[src/rtl/button_conditioner.sv]
// Button conditioner: 2-flop synchronizer, debouncer, press/release strobes and an
// optional hold-to-repeat strobe generator.
// Define BUTTON_CONDITIONER_REPEAT_EN to build the auto-repeat FSM; otherwise
// o_Repeat_Pulse is tied low and no repeat logic exists.
module button_conditioner #(
  parameter int unsigned DEBOUNCE_CYCLES      = 4,
  parameter int unsigned REPEAT_DELAY_CYCLES  = 10,
  parameter int unsigned REPEAT_PERIOD_CYCLES = 3
) (
  input  logic i_Clock,
  input  logic i_Reset_n,
  input  logic i_Button,
  output logic o_Level,
  output logic o_Press_Pulse,
  output logic o_Release_Pulse,
  output logic o_Repeat_Pulse
);

  // Counter only has to hold 0..DEBOUNCE_CYCLES-1; the terminal count toggles and clears.
  localparam int unsigned DbW = (DEBOUNCE_CYCLES > 2) ? $clog2(DEBOUNCE_CYCLES) : 1;
  localparam logic [DbW-1:0] DbLast = DbW'(DEBOUNCE_CYCLES - 1);

  logic           sync1_q, sync2_q;
  logic [DbW-1:0] db_cnt_q, db_cnt_d;
  logic           level_q, level_d;
  logic           press_q, press_d;
  logic           release_q, release_d;

  // Two-flop synchronizer for the raw asynchronous switch input.
  always_ff @(posedge i_Clock or negedge i_Reset_n) begin
    if (!i_Reset_n) begin
      sync1_q <= 1'b0;
      sync2_q <= 1'b0;
    end else begin
      sync1_q <= i_Button;
      sync2_q <= sync1_q;
    end
  end

  // Debounce: count consecutive disagreeing samples, toggle the level on the last one.
  always_comb begin
    db_cnt_d  = '0;
    level_d   = level_q;
    press_d   = 1'b0;
    release_d = 1'b0;
    if (sync2_q != level_q) begin
      if (db_cnt_q == DbLast) begin
        level_d   = ~level_q;
        press_d   = ~level_q;
        release_d = level_q;
      end else begin
        db_cnt_d = db_cnt_q + 1'b1;
      end
    end
  end

  // Debounce state and registered strobes.
  always_ff @(posedge i_Clock or negedge i_Reset_n) begin
    if (!i_Reset_n) begin
      db_cnt_q  <= '0;
      level_q   <= 1'b0;
      press_q   <= 1'b0;
      release_q <= 1'b0;
    end else begin
      db_cnt_q  <= db_cnt_d;
      level_q   <= level_d;
      press_q   <= press_d;
      release_q <= release_d;
    end
  end

  assign o_Level         = level_q;
  assign o_Press_Pulse   = press_q;
  assign o_Release_Pulse = release_q;

`ifdef BUTTON_CONDITIONER_REPEAT_EN
  localparam int unsigned RepMax = (REPEAT_DELAY_CYCLES > REPEAT_PERIOD_CYCLES) ?
                                   REPEAT_DELAY_CYCLES : REPEAT_PERIOD_CYCLES;
  localparam int unsigned RepW   = $clog2(RepMax + 1);
  // Loaded one edge after the press strobe, so the remaining delay is one less.
  localparam logic [RepW-1:0] RepDelayLoad  = RepW'(REPEAT_DELAY_CYCLES - 1);
  localparam logic [RepW-1:0] RepPeriodLoad = RepW'(REPEAT_PERIOD_CYCLES);
  localparam logic [RepW-1:0] RepOne        = RepW'(1);

  typedef enum logic [1:0] {StIdle, StHoldDelay, StRepeating} rep_state_e;

  rep_state_e      state_q, state_d;
  logic [RepW-1:0] rep_cnt_q, rep_cnt_d;
  logic            repeat_q, repeat_d;

  // Repeat FSM: rep_cnt holds edges remaining until the next repeat strobe.
  always_comb begin
    state_d   = state_q;
    rep_cnt_d = rep_cnt_q;
    repeat_d  = 1'b0;
    unique case (state_q)
      StIdle: begin
        if (press_q) begin
          state_d   = StHoldDelay;
          rep_cnt_d = RepDelayLoad;
        end
      end
      StHoldDelay, StRepeating: begin
        if (rep_cnt_q <= RepOne) begin
          repeat_d  = 1'b1;
          state_d   = StRepeating;
          rep_cnt_d = RepPeriodLoad;
        end else begin
          rep_cnt_d = rep_cnt_q - 1'b1;
        end
      end
      default: begin
        state_d   = StIdle;
        rep_cnt_d = '0;
      end
    endcase
    // A falling level wins over everything, including a strobe due on the same edge.
    if (!level_d) begin
      state_d   = StIdle;
      rep_cnt_d = '0;
      repeat_d  = 1'b0;
    end
  end

  // Repeat FSM state, counter and registered strobe.
  always_ff @(posedge i_Clock or negedge i_Reset_n) begin
    if (!i_Reset_n) begin
      state_q   <= StIdle;
      rep_cnt_q <= '0;
      repeat_q  <= 1'b0;
    end else begin
      state_q   <= state_d;
      rep_cnt_q <= rep_cnt_d;
      repeat_q  <= repeat_d;
    end
  end

  assign o_Repeat_Pulse = repeat_q;
`else
  // Repeat timing parameters are meaningless without the repeat FSM.
  logic unused_repeat_params;
  assign unused_repeat_params = ^{REPEAT_DELAY_CYCLES[0], REPEAT_PERIOD_CYCLES[0]};
  assign o_Repeat_Pulse = 1'b0;
`endif

endmodule

[config.mk]
export PLATFORM = sky130hd
export DESIGN_NAME = button_conditioner
export DESIGN_NICKNAME = d
export VERILOG_FILES = /design/src/rtl/button_conditioner.sv
export SDC_FILE = /design/constraint.sdc
export NUM_CORES = 1
export LEC_CHECK = 0
export BUFFER_PORTS_ARGS = -buffer_cell sky130_fd_sc_hd__buf_2
export CAP_MARGIN = 15
export CORE_AREA = 2 2 39 41
export DETAILED_ROUTE_END_ITERATION = 10
export DIE_AREA = 0 0 41 43
export SLEW_MARGIN = 20
export SYNTH_ARGS = -nofsm -noshare
export SYNTH_HDL_FRONTEND = slang
export SYNTH_SLANG_ARGS = --single-unit
export TNS_END_PERCENT = 5
[constraint.sdc]
create_clock -name i_Clock -period 2.71 [get_ports i_Clock]
set_input_delay 0.4065 -clock i_Clock [delete_from_list [all_inputs] [get_ports i_Clock]]
set_output_delay 0.4065 -clock i_Clock [all_outputs]
set_load 0.1 [all_outputs]
==> key figures <==
Global routing
  • GRT Util Overall: 6.17%
  • Largest net degree at the start of global routing: 8
  • Vias in the first global route: 154
  • Antenna violations before repair: 0
  • First-pass GRT wire length: 593 microns
  • Grt ovf: 0

Floorplan
  • Core region area: 1380 sq um
  • Row Count: 14
  • Top Ports: 7
  • Die width: 41 microns
  • Initial Util: between 15 and 20%
  • Die Ht: around 43 microns
  • Die footprint: 1760 sq um

Detailed routing
  • Drc violations: 0
  • Final WL: 357 microns
  • Drt pass-1 iters: 2
  • DR iter-0 viols: 1
  • Routed vias: between 100 and 150
  • Wire per inst: about 8.3 microns
  • Via density: roughly 3.4
  • Post-route ant nets: 0

Logic synthesis
  • Largest family of logic cells by synthesized area: simple AND/OR/NAND/NOR gates
  • Seq/Total Area, Yosys: 70.7%
  • Synth Instances: 18
  • Mapped cell area: 248 sq um
  • Yosys cell types: 12
  • Mux contribution to synthesized area: 0%
  • Mapped Nets: 22
  • Xor and xnor area share after synthesis: 3.54%
  • Post-Synth Adder-Cell Area: under 10%
  • Cell taking the most area after synthesis: dfrtp_1
  • Post-synth top area share: 70.7%
  • Post-Synth Simple-Gate Area: 12.6%
  • Synthesized flop and latch total: 7
  • Mapped Avg Cell Area: 13.8 sq um
  • Synthesis Warnings: 0
  • Synth top area cells: dfrtp_1, ha_1, nor3_2
  • Synth Area in Compound Gates: about 2.0%

Min path
  • Hold Startpoint: i_Button
  • HP Class: primary input to register

STA
  • Period utilization: roughly 55%
  • Final setup violation count: 0
  • Unrepaired setup endpoints after global routing: false
  • Max Clk Rate: ~670 MHz
  • Final hold vios: 0
  • Worst Skew: between 5 and 6 ps
  • Slew Viols, Final: 0
  • Min Tclk post-route: around 1500 ps
  • Post-Route Setup TNS: 0 ps

CTS
  • Clock buffer depth: 2
  • Total clock sinks: 7
  • Clock transition at the registers of the reported paths: 50 ps
  • CTS tree: yes
  • Root buffer cell: clkbuf_4
  • Clk_lat worst skew: 250 ps
  • CTS buffer count: 3
  • H-tree depth: 1
  • Setup Buffers After CTS: 0
  • Post_cts resized: 0
  • # hold bufs at CTS: 1

Critical path
  • CP required: 2300 ps
  • Crit-path cells: buf_2
  • Slowest-stage cell, CP: buf_2
  • Crit start category: register
  • FF-to-FF Start: db_cnt_q[0]
  • CP bufs+invs: 1
  • Top cell family by delay on the critical path: buffers and inverters
  • Critical path endpoint category: output port
  • Crit path max fanout: 4
  • Setup CP Type: register to output port
  • Worst path max stage delay: ~450 ps
  • Critical Path Start: o_Level
  • WP data arrival: 1090 ps

Run
  • Max-cap violation count: 0

Run status
  • Status: complete, no violations

Place
  • Port Buffers: 5
  • Routability cong.: 0.609

Cells and area
  • Synth-to-Final Area Change: 29.8%
  • Layout cell share with drive strength beyond 1: 33.3%
  • NumNets Final: 32
  • Fin util: 23.2%
  • N_diodes: 0

Power
  • Max VDD drop: 383 uV
  • Total chip power: roughly 0.36 mW
  • Static Leakage: approximately 0.16 nW
  • Power Dens Cells: 1110 nW/um^2
## layout make-up
class	count	area [sq um]
Fill cell	149	1060
Sequential cell	7	175
Multi-Input combinational cell	9	61.3
Timing Repair Buffer	6	35.0
Clock buffer	4	26.3
Tap cell	16	20.0
Inverter	1	3.75
## Yosys cell counts (all sizes together)
cell and instances:
buf 1, ha 1, nor2b 1, nor3 1, inv 1, xnor2 1
o21ai 1, dfrtp 7, conb 1, nand2 1, nor2 1, nor3b 1
## per-stage QoR
| stage | worst slack [ps] | hold slack (ps) | std cells | area (sq um) |
|---|---|---|---|---|
| final | 1220 | 268 | 43 | 322 |
| after global routing | 1160 | 247 | 43 | 322 |
| after CTS | 1210 | 257 | 43 | 322 |
| after detailed placement | 1490 | 243 | 38 | 285 |
| after global placement | 1500 | 246 | 38 | 285 |
| after floorplan | 1350 | 111 | 18 | 248 |
## worst paths after layout
path                            depth (start not counted)     endpoint  slack (ps)
worst max register to register                          2  db_cnt_q[1]        1790
worst max-delay path                                    1      o_Level        1220
worst min-delay path                                    1      sync1_q         270
worst min register to register                          0      sync2_q         340
max in group asynchronous                               2  db_cnt_q[1]        2040
min in group asynchronous                               2      o_Level         510
## metal layers
metal / vias up / GRT usage (%) / part of all wire [%]
met1: 65 / 5.26 / 45
met5: - / 0 / 0
li1: 72 / - / -
met3: 0 / 9.42 / 17
met4: 0 / 4.00 / 0
met2: 9 / 6.56 / 38
## flip-flops by register name, indices dropped and copies added, names as in the netlist
register and flops:
o_Release_Pulse 1, sync1_q 1, db_cnt_q 2, o_Press_Pulse 1, o_Level 1, sync2_q 1
## kinds of logic after synthesis
| kind of cell | count (synthesis) |
|---|---|
| xor gates and xnor gates | 1 |
| buffers and inverters | 2 |
| and+or+nand+nor | 5 |
| other | 1 |
| AOI/OAI and AO/OA | 1 |
| DFF | 7 |
| adders and majority gates | 1 |
## cell usage in the layout, fill, tap and decap left out, drive strengths merged
master,instances
nand2,1
buf,5
clkbuf,4
nor3,1
nor2,1
o21ai,1
inv,1
conb,1
dfrtp,7
nor2b,1
ha,1
dlygate4sd3,1
xnor2,1
nor3b,1
## power by group
group | total (mW) | switching (mW) | leakage (nW) | internal, mW
sequential | 0.142 | 0.0146 | 0.0895 | 0.127
clock | 0.0912 | 0.0352 | 0.0150 | 0.0560
combinational | 0.124 | 0.0948 | 0.0574 | 0.0289
Note: power is estimated with default switching activity, not from simulation.
